===== config.mk =====
export PLATFORM = sky130hd
export DESIGN_NAME = mw_countdown_timer
export DESIGN_NICKNAME = d
export VERILOG_FILES = /design/src/rtl/mw_timer_pkg.sv /design/src/rtl/mw_countdown_timer_seg7_scan.sv /design/src/rtl/mw_countdown_timer.sv
export SDC_FILE = /design/constraint.sdc
export NUM_CORES = 1
export LEC_CHECK = 0
export ABC_AREA = 1
export CORE_AREA = 5 5 154 82
export CTS_CLUSTER_SIZE = 16
export DETAILED_ROUTE_END_ITERATION = 12
export DIE_AREA = 0 0 159 87
export PLACE_DENSITY = 0.84
export SLEW_MARGIN = 20
export SYNTH_ARGS = -nofsm -noshare
export SYNTH_HDL_FRONTEND = slang
export SYNTH_SLANG_ARGS = --single-unit

===== constraint.sdc =====
create_clock -name clock -period 8.5 [get_ports clock]
set_input_delay 1.7 -clock clock [delete_from_list [all_inputs] [get_ports clock]]
set_output_delay 1.7 -clock clock [all_outputs]
set_load 0.01 [all_outputs]

===== src/rtl/mw_timer_pkg.sv =====
// Shared constants for the microwave countdown timer: FSM encodings, glyphs,
// preset limits and display slot assignments.
package mw_timer_pkg;

   localparam logic [1:0] ST_IDLE   = 2'd0;
   localparam logic [1:0] ST_RUN    = 2'd1;
   localparam logic [1:0] ST_PAUSED = 2'd2;

   localparam logic [6:0] MAX_MIN = 7'd99;
   localparam logic [6:0] MAX_SEC = 7'd59;

   // Active-low segments {a,b,c,d,e,f,g,dp}; dp is off in every glyph.
   localparam logic [7:0] SEG_0   = 8'h03;
   localparam logic [7:0] SEG_1   = 8'h9F;
   localparam logic [7:0] SEG_2   = 8'h25;
   localparam logic [7:0] SEG_3   = 8'h0D;
   localparam logic [7:0] SEG_4   = 8'h99;
   localparam logic [7:0] SEG_5   = 8'h49;
   localparam logic [7:0] SEG_6   = 8'h41;
   localparam logic [7:0] SEG_7   = 8'h1F;
   localparam logic [7:0] SEG_8   = 8'h01;
   localparam logic [7:0] SEG_9   = 8'h09;
   localparam logic [7:0] BLANK   = 8'hFF;
   localparam logic [7:0] DP_MASK = 8'hFE;

   localparam logic [2:0] SLOT_SEC_ONES = 3'd0;
   localparam logic [2:0] SLOT_SEC_TENS = 3'd1;
   localparam logic [2:0] SLOT_MIN_ONES = 3'd2;
   localparam logic [2:0] SLOT_MIN_TENS = 3'd3;
   localparam logic [2:0] SLOT_POWER    = 3'd5;

   function automatic logic [7:0] seg_glyph(input logic [3:0] digit);
      case (digit)
         4'd0:    return SEG_0;
         4'd1:    return SEG_1;
         4'd2:    return SEG_2;
         4'd3:    return SEG_3;
         4'd4:    return SEG_4;
         4'd5:    return SEG_5;
         4'd6:    return SEG_6;
         4'd7:    return SEG_7;
         4'd8:    return SEG_8;
         4'd9:    return SEG_9;
         default: return BLANK;
      endcase
   endfunction

   function automatic logic [6:0] clamp_to(input logic [6:0] value, input logic [6:0] limit);
      return (value > limit) ? limit : value;
   endfunction

endpackage


===== src/rtl/mw_countdown_timer_seg7_scan.sv =====
// Display multiplexer: walks the 8 digit anodes and drives the matching glyph
// for a mm:ss value, leaving the power slot lit but blank.
module seg7_scan
   import mw_timer_pkg::*;
#(
   parameter int SCAN_DIV = 100_000
) (
   input  logic       clock,
   input  logic       reset,
   input  logic [6:0] minutes,
   input  logic [6:0] seconds,
   output logic [7:0] an,
   output logic [7:0] dec_cat
);

   localparam int SW = (SCAN_DIV > 1) ? $clog2(SCAN_DIV) : 1;

   logic [SW-1:0] scan_cnt;
   logic [2:0]    digit;
   logic [3:0]    min_tens, min_ones, sec_tens, sec_ones;
   logic [7:0]    seg_next;

   always_comb begin
      min_tens = 4'(minutes / 7'd10);
      min_ones = 4'(minutes % 7'd10);
      sec_tens = 4'(seconds / 7'd10);
      sec_ones = 4'(seconds % 7'd10);
   end

   // Unused slots keep their anode enabled but show no segments.
   always_comb begin
      seg_next = BLANK;
      case (digit)
         SLOT_SEC_ONES: seg_next = seg_glyph(sec_ones);
         SLOT_SEC_TENS: seg_next = seg_glyph(sec_tens);
         SLOT_MIN_ONES: seg_next = seg_glyph(min_ones) & DP_MASK;
         SLOT_MIN_TENS: seg_next = seg_glyph(min_tens);
         SLOT_POWER:    seg_next = BLANK;
         default:       seg_next = BLANK;
      endcase
   end

   always_ff @(posedge clock) begin
      if (!reset) begin
         scan_cnt <= '0;
         digit    <= 3'd0;
         an       <= 8'hFF;
         dec_cat  <= BLANK;
      end else begin
         if (scan_cnt == SW'(SCAN_DIV - 1)) begin
            scan_cnt <= '0;
            digit    <= digit + 3'd1;
         end else begin
            scan_cnt <= scan_cnt + SW'(1);
         end
         an      <= ~(8'd1 << digit);
         dec_cat <= seg_next;
      end
   end

endmodule


===== src/rtl/mw_countdown_timer.sv =====
// Countdown engine for the microwave controller: loads a clamped mm:ss preset,
// counts down once per TICK_DIV cycles and pulses done at 00:00.
module mw_countdown_timer
   import mw_timer_pkg::*;
#(
   parameter int TICK_DIV = 100_000_000,
   parameter int SCAN_DIV = 100_000
) (
   input  logic       clock,
   input  logic       reset,
   input  logic       start,
   input  logic       pause,
   input  logic       stop,
   input  logic [6:0] min,
   input  logic [6:0] sec,
   output logic       done,
   output logic [7:0] an,
   output logic [7:0] dec_cat
);

   localparam int PW = (TICK_DIV > 1) ? $clog2(TICK_DIV) : 1;

   logic [1:0]    state;
   logic [6:0]    cnt_min, cnt_sec;
   logic [PW-1:0] presc;
   logic [6:0]    min_c, sec_c, disp_min, disp_sec;
   logic          preset_zero, tick;

   always_comb begin
      min_c       = clamp_to(min, MAX_MIN);
      sec_c       = clamp_to(sec, MAX_SEC);
      preset_zero = (min == 7'd0) && (sec == 7'd0);
      tick        = (presc == PW'(TICK_DIV - 1));
      disp_min    = (state == ST_IDLE) ? min_c : cnt_min;
      disp_sec    = (state == ST_IDLE) ? sec_c : cnt_sec;
   end

   // NOTE: reset is synchronous here, so it belongs inside the clocked branch
   // and never appears in the sensitivity list.
   always_ff @(posedge clock) begin
      if (!reset) begin
         state   <= ST_IDLE;
         cnt_min <= 7'd0;
         cnt_sec <= 7'd0;
         presc   <= '0;
         done    <= 1'b0;
      end else begin
         // NOTE: done defaults low every cycle, which guarantees a one-cycle pulse.
         done <= 1'b0;
         case (state)
            ST_IDLE: begin
               if (!stop && start) begin
                  if (preset_zero) begin
                     done <= 1'b1;
                  end else begin
                     cnt_min <= min_c;
                     cnt_sec <= sec_c;
                     presc   <= '0;
                     state   <= ST_RUN;
                  end
               end
            end
            ST_RUN: begin
               if (stop) begin
                  cnt_min <= 7'd0;
                  cnt_sec <= 7'd0;
                  presc   <= '0;
                  state   <= ST_IDLE;
               end else begin
                  if (pause) state <= ST_PAUSED;
                  if (tick) begin
                     presc <= '0;
                     if (cnt_sec != 7'd0) begin
                        cnt_sec <= cnt_sec - 7'd1;
                     end else begin
                        cnt_sec <= MAX_SEC;
                        cnt_min <= cnt_min - 7'd1;
                     end
                     // Reaching 00:00 ends the run even if a pause arrived on the same edge.
                     if (cnt_min == 7'd0 && cnt_sec == 7'd1) begin
                        done  <= 1'b1;
                        state <= ST_IDLE;
                     end
                  end else begin
                     presc <= presc + PW'(1);
                  end
               end
            end
            ST_PAUSED: begin
               if (stop) begin
                  cnt_min <= 7'd0;
                  cnt_sec <= 7'd0;
                  presc   <= '0;
                  state   <= ST_IDLE;
               end else if (start || pause) begin
                  state <= ST_RUN;
               end
            end
            default: state <= ST_IDLE;
         endcase
      end
   end

   seg7_scan #(
      .SCAN_DIV (SCAN_DIV)
   ) u_scan (
      .clock   (clock),
      .reset   (reset),
      .minutes (disp_min),
      .seconds (disp_sec),
      .an      (an),
      .dec_cat (dec_cat)
   );

endmodule


==> results.toml <==
[final_layout]
final_nets = 996
n_antenna_cell = 0
final_core_util_pct = 59.6
layout-drive-gt1-share_pct = 10.6
syn_to_final_growth_pct = 12.5
design_area_um2 = 6750

[clock_tree]
clock_sinks = 80
clock_latency_ps = 340
cts_resized = 0
cts_hold_buf = 0
cts_buffer_depth = 2
h-tree-depth = 3
path_clk_slew_ps = 70
cts_tree = "yes"
cts-buffers-inserted = 9
post-cts-setup-buffers = 0
cts_root_buf = "clkbuf_16"

[critical_path]
cp-start-kind = "input port"
crit_top_cell = "nand2_1"
critical-path-slowest-cell = "clkdlybuf4s50_1"
cp_num_buf_inv = 4
worstPathRequired_ps = 8730
critical_path_class = "in -> reg"
critPathMaxFanout = 8
path_delay_family = "simple AND/OR/NAND/NOR gates"
max_stage_delay_ps = 520
crit_arrival_ps = 5770
reg2reg_slack_ps = 3450
end_kind = "register"

[timing]
final.setup.tns_ps = 0
fmax_mhz = 180
slew_viol_final = 0
setup_ws_ps = 2950
min_period_over_period_pct = 65.2
slew_headroom_pct = 34.1
rsz0062_at_grt = "false"
fin_skew_ps = 10.8
layout_min_cycle_time_ps = 5550
worst_slew_pin_slew_ps = 989
finalHoldViolations = 0
setup-violations-final = 0

[route]
routed_wl_mm = 15.4
route.detailed.drc = 0
viasPerCell = 5.45
first_iter_violations = 746
ant_nets = 0
drt_first_pass_iters = 5
via_count = 5938
post_drt_wl_per_cell_um = 14.1

[die]
die_height_um = 87
core-area_um2 = 11300
die_w_um = 159
start_util_pct = 53.0
dieArea_um2 = 13800
ios = 36
rows = 28

[pwr]
power_density_nw_per_um2 = 268
ir_drop_v = 0.000207
leakagePower_uw = 0.00298

[global_route]
grt.busiest_layer = "met1"
grtUsageMet1_pct = 35.5
grt_usage_pct = 22.0
gr-usage-met2_pct = 30.0
overflow = 0
grt_pass1_vias = 5196
antenna_found_initial = 0
grt_max_degree = 22
grt_pass1_wl_mm = 25.5
met3_usage_pct = 3.97

[yosys]
synthArstFlopShare_pct = 0
synth_seq_area_share_pct = 26.7
ys.flop_type = "dfxtp_1"
synthTopCellsByArea = "dfxtp_1 (27%), nand2_1 (10%), ha_1 (9.0%)"
avgSynthCellArea_um2 = 6.67
synth_edf_count = 0
yosysUniqueCellTypes = 49
postSynthCellCount = 899
yosysTopAreaCell = "dfxtp_1"
syn_nets = 961
ys_seq_elements = 80
synth_common_cells = "nand2_1 (161), inv_1 (142), nor2_1 (105)"
synthMostInstantiatedCell = "nand2_1"
yosysWarnings = 0
synth_top_area_share_pct = 26.7
synth_area_um2 = 5990

[outcome]
status = "finished, final reports clean"

[place]
dpl_cell_area_um2 = 6460
portBuffers = 35
dpl.hpwl_mm = 11.9
gp_congestion = 0.953
pre_cts_ws_ps = 2730

[flow_run]
max_cap_violations = 0

[min_path]
min_path_type = "reg -> reg"
==> layout make-up <==
type                            instances  area (um2)
Tap cell                              150         188
Timing Repair Buffer                   35         350
Inverter                              158         603
Multi-Input combinational cell        650        3710
Sequential cell                        80        1600
Fill cell                            1027        4570
Clock buffer                           10         239
Clock inverter                          6        50.0
==> kinds of logic (layout without fill, tap and decap cells) <==
group	Yosys count	after routing	synth area share (%)
xor+xnor	8	8	1.17
buf+inv	169	209	11.3
compound gates	143	143	14.2
flops	80	80	26.7
fa+ha+maj	43	43	8.98
simple gates	456	456	37.7
==> per-layer routing <==
layer  wire [um]  part of all wire (%)
met5           0                     0
met3        1490                   9.7
met4         100                  0.65
met1        7990                    52
met2        5790                    38
==> sequential cells by signal (all words and copies together), names as in the netlist, 2 cells and up <==
register	count
state	2
u_scan.digit	3
u_scan.an	8
cnt_sec	7
u_scan.scan_cnt	17
cnt_min	7
u_scan.dec_cat	8
presc	27
==> layout by cell type (no fill, tap or decap), types with 5 or more instances in the layout <==
cell type / instances
nand3_1: 66
clkdlybuf4s50_1: 35
inv_2: 11
nand2_1: 161
nor2_1: 105
a31oi_1: 7
nand4_1: 23
nand2_4: 8
a21oi_1: 40
nor3b_1: 6
or2_2: 5
o21ai_0: 57
nand3b_1: 6
inv_1: 142
nor3_1: 27
dfxtp_1: 80
clkbuf_16: 9
a211oi_1: 8
nand3_2: 5
o21ai_2: 6
xor2_1: 6
nand2_2: 28
ha_1: 43
==> through the flow <==
stage	power, uW	hold WS, ps	instances
final	1810	445	1089
after global routing	1940	464	1089
after CTS	1790	443	1089
after detailed placement	1400	429	1073
after global placement	1390	429	1073
after floorplan	1190	412	899
==> power breakdown <==
part / internal (uW) / total, uW / switching [uW]
combinational: 332 / 1010 / 674
clock: 209 / 381 / 172
sequential: 405 / 424 / 18.8
total: 946 / 1810 / 864
==> worst paths after layout <==
| kind | from | endpoint | cells past startpoint |
|---|---|---|---|
| max | sec[6] | u_scan.dec_cat[2] | 31 |
| min | u_scan.scan_cnt[0] | u_scan.scan_cnt[0] | 1 |
| min reg2reg | u_scan.scan_cnt[0] | u_scan.scan_cnt[0] | 1 |
| max reg2reg | state[1] | u_scan.dec_cat[2] | 32 |
Power figures use the tool's default switching activity.
